$ cat src/rtl/cpu_pkg.sv
// Shared definitions for the 8-bit RISC pipeline: opcode encodings, register index,
// instruction layout and the register-file write command format.
package cpu_pkg;

  localparam int unsigned DATA_W  = 8;
  localparam int unsigned OP_W    = 4;
  localparam int unsigned INSTR_W = 16;
  localparam int unsigned DST_LSB = 10;

  typedef logic [1:0]      reg_idx_t;
  typedef logic [OP_W-1:0] op_t;

  localparam op_t OP_ADD   = 4'b0001;
  localparam op_t OP_SUB   = 4'b0010;
  localparam op_t OP_AND   = 4'b0011;
  localparam op_t OP_INC   = 4'b0100;
  localparam op_t OP_SHL   = 4'b0101;
  localparam op_t OP_SHR   = 4'b0110;
  localparam op_t OP_STORE = 4'b0111;
  localparam op_t OP_LOAD  = 4'b1101;
  localparam op_t OP_LDI   = 4'b1111;

  // The register file's write port reuses the LOAD encoding as its command
  localparam op_t OP_WB_WRITE = OP_LOAD;

  typedef struct packed {
    op_t               op;
    reg_idx_t          dst;
    reg_idx_t          src;
    logic [DATA_W-1:0] imm;
  } instr_t;

  function automatic logic is_alu(op_t op);
    return op inside {OP_ADD, OP_SUB, OP_AND, OP_INC, OP_SHL, OP_SHR};
  endfunction

  function automatic logic [INSTR_W-1:0] wb_write_opcode(reg_idx_t dst);
    return {OP_WB_WRITE, dst, 10'b0};
  endfunction

endpackage

$ cat src/rtl/alu8.sv
// Combinational 8-bit ALU for the execute stage; carry holds carry, borrow or shifted-out bit.
module alu8
  import cpu_pkg::*;
(
  input  op_t               op,
  input  logic [DATA_W-1:0] a,
  input  logic [DATA_W-1:0] b,
  output logic [DATA_W-1:0] result,
  output logic              carry
);

  logic [DATA_W:0] wide;

  always_comb begin
    wide   = '0;
    result = '0;
    carry  = 1'b0;
    case (op)
      OP_ADD: begin
        wide   = {1'b0, a} + {1'b0, b};
        result = wide[DATA_W-1:0];
        carry  = wide[DATA_W];
      end
      OP_SUB: begin
        // Top bit of the widened difference is the borrow (a < b)
        wide   = {1'b0, a} - {1'b0, b};
        result = wide[DATA_W-1:0];
        carry  = wide[DATA_W];
      end
      OP_AND: result = a & b;
      OP_INC: result = a + DATA_W'(1);
      OP_SHL: begin
        result = {a[DATA_W-2:0], 1'b0};
        carry  = a[DATA_W-1];
      end
      OP_SHR: begin
        result = {1'b0, a[DATA_W-1:1]};
        carry  = a[0];
      end
      default: ;
    endcase
  end

endmodule

$ cat src/rtl/execute_stage.sv
// Execute/write-back stage: operand forwarding, ALU, load/store memory FSM with timeout,
// and a write-back command formatted for the register file's write port.
module execute_stage
  import cpu_pkg::*;
#(
  parameter int unsigned MEM_TIMEOUT = 15
) (
  input  logic               clk,
  input  logic               reset,
  input  logic               id_valid,
  input  logic [INSTR_W-1:0] id_opcode,
  input  logic [DATA_W-1:0]  ra,
  input  logic [DATA_W-1:0]  rb,
  output logic               ex_busy,
  output logic [DATA_W-1:0]  mem_addr,
  output logic [DATA_W-1:0]  mem_wdata,
  output logic               mem_re,
  output logic               mem_we,
  input  logic [DATA_W-1:0]  mem_rdata,
  input  logic               mem_ready,
  output logic               wb_we,
  output logic [INSTR_W-1:0] wb_opcode,
  output logic [DATA_W-1:0]  wb_data,
  output logic               flag_z,
  output logic               flag_c,
  output logic               mem_err
);

  localparam int unsigned CNT_W = $clog2(MEM_TIMEOUT + 1);

  typedef enum logic [1:0] {
    IDLE   = 2'd0,
    MEM_RD = 2'd1,
    MEM_WR = 2'd2
  } state_t;

  state_t            state, next_state;
  instr_t            id_instr, ex_instr;
  logic              ex_valid;
  logic [DATA_W-1:0] ex_a, ex_b;
  logic [CNT_W-1:0]  wait_cnt;
  logic              accept, mem_done, timed_out;
  reg_idx_t          wb_dst;
  logic              fwd_a, fwd_b;
  logic [DATA_W-1:0] op_a, op_b, alu_result;
  logic              alu_carry;

  assign id_instr = id_opcode;
  assign accept   = id_valid && !ex_busy;

  // Bypass the result being written back this cycle; B only for two-operand ops
  assign wb_dst = wb_opcode[DST_LSB +: 2];
  assign fwd_a  = wb_we && (wb_dst == ex_instr.dst);
  assign fwd_b  = wb_we && (wb_dst == ex_instr.src) &&
                  (ex_instr.op inside {OP_ADD, OP_SUB, OP_AND});
  assign op_a   = fwd_a ? wb_data : ex_a;
  assign op_b   = fwd_b ? wb_data : ex_b;

  alu8 u_alu (
    .op     (ex_instr.op),
    .a      (op_a),
    .b      (op_b),
    .result (alu_result),
    .carry  (alu_carry)
  );

  always_ff @(posedge clk or posedge reset) begin
    if (reset) state <= IDLE;
    else       state <= next_state;
  end

  // Memory FSM: next state and memory port decode
  always_comb begin
    next_state = state;
    ex_busy    = 1'b0;
    mem_re     = 1'b0;
    mem_we     = 1'b0;
    mem_addr   = '0;
    mem_wdata  = '0;
    timed_out  = 1'b0;
    mem_done   = 1'b0;
    case (state)
      IDLE: begin
        if (id_valid) begin
          if (id_instr.op == OP_LOAD)       next_state = MEM_RD;
          else if (id_instr.op == OP_STORE) next_state = MEM_WR;
        end
      end
      MEM_RD, MEM_WR: begin
        ex_busy   = 1'b1;
        mem_re    = (state == MEM_RD);
        mem_we    = (state == MEM_WR);
        mem_addr  = ex_instr.imm;
        mem_wdata = (state == MEM_WR) ? op_a : '0;
        timed_out = !mem_ready && (wait_cnt == CNT_W'(MEM_TIMEOUT - 1));
        mem_done  = mem_ready || timed_out;
        if (mem_done) next_state = IDLE;
      end
      default: next_state = IDLE;
    endcase
  end

  always_ff @(posedge clk or posedge reset) begin
    if (reset) begin
      ex_valid <= 1'b0;
      ex_instr <= '0;
      ex_a     <= '0;
      ex_b     <= '0;
    end else begin
      ex_valid <= accept;
      if (accept) begin
        ex_instr <= id_instr;
        ex_a     <= ra;
        ex_b     <= rb;
      end else if (state == MEM_WR) begin
        // Keep the forwarded store data once the bypass source has retired
        ex_a <= op_a;
      end
    end
  end

  always_ff @(posedge clk or posedge reset) begin
    if (reset) begin
      wait_cnt <= '0;
      mem_err  <= 1'b0;
    end else begin
      if (state != IDLE && !mem_done) wait_cnt <= wait_cnt + CNT_W'(1);
      else                            wait_cnt <= '0;
      if (timed_out) mem_err <= 1'b1;
    end
  end

  always_ff @(posedge clk or posedge reset) begin
    if (reset) begin
      wb_we     <= 1'b0;
      wb_opcode <= '0;
      wb_data   <= '0;
      flag_z    <= 1'b0;
      flag_c    <= 1'b0;
    end else begin
      wb_we <= 1'b0;
      if (state == MEM_RD && mem_done) begin
        wb_we     <= 1'b1;
        wb_opcode <= wb_write_opcode(ex_instr.dst);
        wb_data   <= mem_ready ? mem_rdata : '0;
      end else if (state == IDLE && ex_valid) begin
        if (is_alu(ex_instr.op)) begin
          wb_we     <= 1'b1;
          wb_opcode <= wb_write_opcode(ex_instr.dst);
          wb_data   <= alu_result;
          flag_z    <= (alu_result == '0);
          flag_c    <= alu_carry;
        end else if (ex_instr.op == OP_LDI) begin
          wb_we     <= 1'b1;
          wb_opcode <= ex_instr;
          wb_data   <= ex_instr.imm;
        end
      end
    end
  end

endmodule

$ cat config.mk
export PLATFORM = sky130hd
export DESIGN_NAME = execute_stage
export DESIGN_NICKNAME = d
export VERILOG_FILES = /design/src/rtl/cpu_pkg.sv /design/src/rtl/alu8.sv /design/src/rtl/execute_stage.sv
export SDC_FILE = /design/constraint.sdc
export NUM_CORES = 1
export LEC_CHECK = 0
export BUFFER_PORTS_ARGS = -buffer_cell sky130_fd_sc_hd__clkbuf_2
export CORE_MARGIN = 4
export CORE_UTILIZATION = 36
export DETAILED_ROUTE_END_ITERATION = 6
export HOLD_SLACK_MARGIN = 0.02
export PLACE_DENSITY_LB_ADDON = 0.05
export SYNTH_ARGS = -nofsm -noshare
export SYNTH_HDL_FRONTEND = slang
export SYNTH_SLANG_ARGS = --single-unit
$ cat constraint.sdc
create_clock -name clk -period 5.33 [get_ports clk]
set_input_delay 0.533 -clock clk [delete_from_list [all_inputs] [get_ports clk]]
set_output_delay 0.533 -clock clk [all_outputs]
set_load 0.005 [all_outputs]
# After elaboration in Yosys (flattened, before gate mapping)
# Cells that the tools add are included.
dict set report word_totals {
  out_inout_bits 47
  wordCells 95
  ff_bits 67
  inputBits 44
}
dict set report op_classes {
  n_eq_ne 17
  n_mux 33
  add_sub_neg 4
  reduce_logical 24
  bitwise 2
}
# op count
set op_table {}
lappend op_table {{8-bit 2-to-1 mux} 12}
lappend op_table {{16-bit 2-to-1 mux} 4}
lappend op_table {{8-bit case mux with 6 select lines} 1}
lappend op_table {{4-bit by 3-bit equality test with 1-bit output (second input constant)} 4}
lappend op_table {{4-bit equality test (second input constant)} 3}
lappend op_table {{8-bit by 8-bit adder with 9-bit output} 1}
lappend op_table {{1-bit 2-to-1 mux} 9}
lappend op_table {{8-bit by 8-bit subtractor with 9-bit output} 1}
lappend op_table {{8-bit by 1-bit adder with 8-bit output (second input constant)} 1}
lappend op_table {{8-bit bitwise AND} 1}
lappend op_table {{4-bit by 2-bit equality test with 1-bit output (second input constant)} 2}
lappend op_table {{1-bit logical AND} 8}
lappend op_table {{8-bit logical NOT} 1}
lappend op_table {{2-bit 2-to-1 mux} 4}
lappend op_table {{3-bit AND reduction} 2}
lappend op_table {{2-bit nonzero test} 3}
lappend op_table {{3-bit nonzero test} 2}
lappend op_table {{6-bit nonzero test} 1}
lappend op_table {{4-bit by 1-bit adder with 4-bit output (second input constant)} 1}
lappend op_table {{2-bit equality test} 2}
lappend op_table {{4-bit by 1-bit equality test with 1-bit output (second input constant)} 1}
lappend op_table {{4-bit 2-to-1 mux} 1}
lappend op_table {{2-bit inequality test (second input constant)} 2}
lappend op_table {{1-bit case mux with 4 select lines} 1}
lappend op_table {{other kinds (10)} 12}

# Depth between registers and ports, before layout
dict set report logic_depth {
  depth_word 9
  depth_mapped 15
  depth_no_buf 13
}

# Hierarchy
# A second synthesis with hierarchy kept.
dict set report hier_totals {
  hier_cells 510
  area_unflattened_um2 4805.9
}
# mod area_each_um2 seq_area_each_um2 instances cells_each
set by_module_without_submodules {}
lappend by_module_without_submodules {execute_stage 3599.7 1676.6 1 337}
lappend by_module_without_submodules {alu8 1206.2 0.0 1 173}

# Worst setup path before layout
# Ideal clock, no wire load.
dict set report synth_path {
  path_kind {register -> register}
  start {register ex_instr[14] in the netlist's numbering}
  end {register flag_z}
  path_buffers 3
  stages_incl_launch_ff 15
  setup_slack_ns 0.967
  setup_time_ns 0.104
  required_ns 5.226
  synth_period_minus_slack_ns 4.363
  arrival_time_ns 4.260
  path_cell_list {dfrtp_1 > clkbuf_1 > or4b_2 > clkbuf_1 > nand2_1 > o2111ai_2 > mux2_2 > ha_1 > clkbuf_1 > nor3_1 > a2111oi_0 > xnor2_1 > nor2_1 > or4_1 > o41ai_2}
}
dict set report synth_between {
  elab_chain_cells 7
  word_cells_on_any_way 16
  classes_between {2 x add/sub; 6 x eq/ne; 2 x mux; 1 x bitwise; 5 x reduce/logical}
}
# element line
set synth_rtl {}
lappend synth_rtl {{start, declared} execute_stage.sv:38} ;# instr_t id_instr, ex_instr;
lappend synth_rtl {{start signal, assigned} execute_stage.sv:112} ;# ex_instr <= id_instr;
lappend synth_rtl {{4-bit by 1-bit equality test with 1-bit output, or another cell as far along} --}
lappend synth_rtl {{3-bit nonzero test} execute_stage.sv:55} ;# (ex_instr.op inside {OP_ADD, OP_SUB, OP_AND});
lappend synth_rtl {{1-bit logical AND} execute_stage.sv:54} ;# assign fwd_b = wb_we && (wb_dst == ex_instr.src) &&
lappend synth_rtl {{8-bit 2-to-1 mux} execute_stage.sv:57} ;# assign op_b = fwd_b ? wb_data : ex_b;
lappend synth_rtl {{8-bit by 8-bit subtractor with 9-bit output, or another cell as far along} alu8.sv:26} ;# wide = {1'b0, a} - {1'b0, b};
lappend synth_rtl {{8-bit case mux with 6 select lines} alu8.sv:18} ;# case (op)
lappend synth_rtl {{8-bit logical NOT} execute_stage.sv:151} ;# flag_z <= (alu_result == '0);
lappend synth_rtl {{end signal, assigned} execute_stage.sv:151}
lappend synth_rtl {{end, declared} execute_stage.sv:24} ;# output logic flag_z,
# Several ways; a longest one is shown, not always the timed one.
# A chain may end at the register's enable or synchronous reset.

# Worst setup path in the final report
dict set report layout_path {
  start {register ex_instr[13] in the netlist's numbering}
  end {register flag_z}
}
# The elaborated chain is that of the path after synthesis.

==> impl_metrics.yaml <==
status:
  outcome: "completed"
global_routing:
  first_global_vias: 3956
  grt_pass1_wl_um: 21600
  antenna_found_initial: 0
  grt.total_usage_pct: 19.5
  grt_max_degree: 68
  grt.overflow.total: 0
setup_path:
  crit_family: "simple AND/OR/NAND/NOR gates"
  max_stage_delay_ps: 880
  critPathKind: "flop to flop"
  worstPathRequired_ps: 5560
  reg2reg_from: "ex_instr[13]"
  ff2ff_path_depth: 11
  critPathSlowestCell: "or4b_2"
  cp.arrival_ps: 5000
  r2r_end: "flag_z"
  path_cells: "or4b_2 -> nand2_1 -> o2111ai_2 -> mux2_2 -> ha_1 -> nor3_1 -> a2111oi_0 -> xnor2_1 -> nor2_1 -> or4_1 -> o41ai_2"
  critPathMaxFanout: 15
  worstSetupEndpointType: "flop"
  path_buf_inv: 0
  ff2ff_setup_slack_ps: 560
  start_kind: "flop"
clock_network:
  cts.sinks: 67
  cts-htree-levels: 3
  cts_root_buf: "clkbuf_16"
  cts.path.max_buffers: 2
  clk_latency_ps: 330
  cts_made_buffers: 9
  cts_tree: "yes"
  postCtsSetupBuffers: 0
  clk_pin_slew_ps: 60
  cts.repair.resized: 0
  hold_buffers: 0
synth:
  synth_top_family_by_area: "compound AO/OA/AOI/OAI gates"
  post-synth-top-count-cell: "dfrtp_1"
  yosysUniqueCellTypes: 56
  synth_fp_nets: 538
  yosys.area_share.simple_pct: 15.7
  synth_area_um2: 4410
  ys_seq_area_share_pct: 38.0
  synthTopCellsByArea: "dfrtp_1, mux2_2, ha_1"
  syn_avg_cell_area_um2: 9.41
  synth_top_area_cell: "dfrtp_1"
  synthArstFlopShare_pct: 100
  synthMuxAreaShare_pct: 12.0
  synth_edf_count: 0
  ys.warnings.count: 0
  synth-adder-area-share_pct: 7.43
  ys.flop_type: "dfrtp_1"
  synthTopCellsByCount: "dfrtp_1, nand2_1, nor2_1"
  synth_compound_area_share_pct: 19.0
  synth_seq_cells: 67
  synthCells: 469
  yosysTopAreaCellShare_pct: 38.0
  synth_xor_area_share_pct: 2.98
cells_and_area:
  drive_above_1_share_pct: 28.7
  fin_cells: 704
  diodes: 0
  final_nets: 621
  synthToLayoutAreaGrowth_pct: 20.8
  utilization_pct: 44.4
placement:
  hpwl_um: 10400
  place.gp.congestion: 0.875
  dp_cells: 688
  port_buffers: 90
detailed_routing:
  vias: 3897
  drt_iter0_drc: 202
  postRouteAntennaNets: 0
  wire_per_inst_um: 19.2
  drc_errors: 0
  first_pass_iters: 4
  vias_per_cell: 5.54
  wl_um: 13500
floorplan:
  initial_utilization_pct: 36.8
  die-area_um2: 14100
  rows: 40
  die_w_um: 119
  ios: 91
  coreArea_um2: 12000
  die-height_um: 119
pwr:
  ir_worst_vdd_mv: 0.250
  powerDensity_nw_per_um2: 714
  leakagePower_nw: 2.58
timing:
  fin_tns_setup_ps: 0
  slew_headroom_pct: 31.7
  timing.final.crit_share_pct: 89.5
  period_needed_ps: 4770
  max_freq_mhz: 210
  finalHoldViolations: 0
  fin_skew_ps: 6.51
  setup_violations: 0
  tightest_slew_ps: 1020
  rsz0062_at_grt: "false"
  finalMaxSlewViolations: 0
worst_hold_path:
  min_from: "ra[1]"
  holdPathStages: 3
  min_delay_worst_endpoint: "ex_a[1]"
  hp-class: "input pin to flop"
run:
  max-cap-violations: 0
## layout make-up
cell class                 instances  area, µm²
clock buffer                      10        239
sequential                        67       1680
timing repair buffer              97        503
inverter                          30        113
clock inverter                     6       86.3
fill                            1212       6680
multi-input combinational        347       2530
tap                              147        184
## layout by cell type, fill, tap and decap left out, drive strengths merged, types with 9 or more instances in the layout
| cell | instances |
|---|---|
| nand3 | 13 |
| a221oi | 12 |
| nand2 | 45 |
| a22o | 11 |
| dfrtp | 67 |
| mux2i | 14 |
| inv | 31 |
| mux2 | 32 |
| and2 | 9 |
| o21ai | 28 |
| clkbuf | 100 |
| ha | 23 |
| a21oi | 21 |
| xnor2 | 10 |
| nor2 | 35 |
## power by group
group          internal [mW]  leakage [nW]  switching, mW
clock network          0.422         0.159          0.230
registers              0.727         0.807          0.288
logic                  0.934          1.61           1.21
total                   2.08          2.58           1.72
## worst max-delay path by stage
stage / from / end / slack [ps] / cells past startpoint
2_1_floorplan: ex_instr[14] / flag_z / 970 / 14
3_3_place_gp: ex_instr[13] / flag_z / 620 / 11
3_5_place_dp: ex_instr[13] / flag_z / 630 / 11
4_1_cts: ex_instr[13] / flag_z / 610 / 11
5_1_grt: ex_instr[13] / flag_z / 280 / 12
6_report: ex_instr[13] / flag_z / 560 / 11
## tightest hold or removal path: stages
cell	delay [ps]
clkbuf_2	70
nand2_1	30
o21ai_0	50
## kinds of logic (layout without fill, tap and decap cells)
| family | after synthesis | after routing |
|---|---|---|
| buffers and inverters | 55 | 143 |
| adder cells (fa/ha/maj) | 25 | 25 |
| flip-flops | 67 | 67 |
| multiplexers | 46 | 46 |
| XOR/XNOR | 15 | 15 |
| AO/OA/AOI/OAI | 119 | 119 |
| AND/OR/NAND/NOR | 142 | 142 |
## flip-flops by register name, summed over array words and instances, names as in the netlist
register and count:
ex_a 8, state 2, ex_instr 16, wb_opcode 16
ex_valid 1, flag_z 1, wait_cnt 4, wb_we 1
mem_err 1, wb_data 8, flag_c 1, ex_b 8
## metrics by stage
step           hold slack [ps]  power [mW]  cell area (µm²)  worst slack [ps]
5_1_grt                    415        4.14             5330               283
4_1_cts                    391        3.84             5330               611
6_report                   404        3.81             5330               561
3_5_place_dp               454        3.17             5010               633
3_3_place_gp               448        3.17             5010               623
2_1_floorplan              452        2.47             4410               967
## per-layer routing
metal	share of wire, %	vias to the layer above	global-route usage (%)
met3	5.7	15	5.31
met5	0	-	0
met1	45	1930	25.4
met4	1.5	0	5.14
met2	48	99	31.9
li1	-	1853	-
Power figures use the tool's default switching activity.
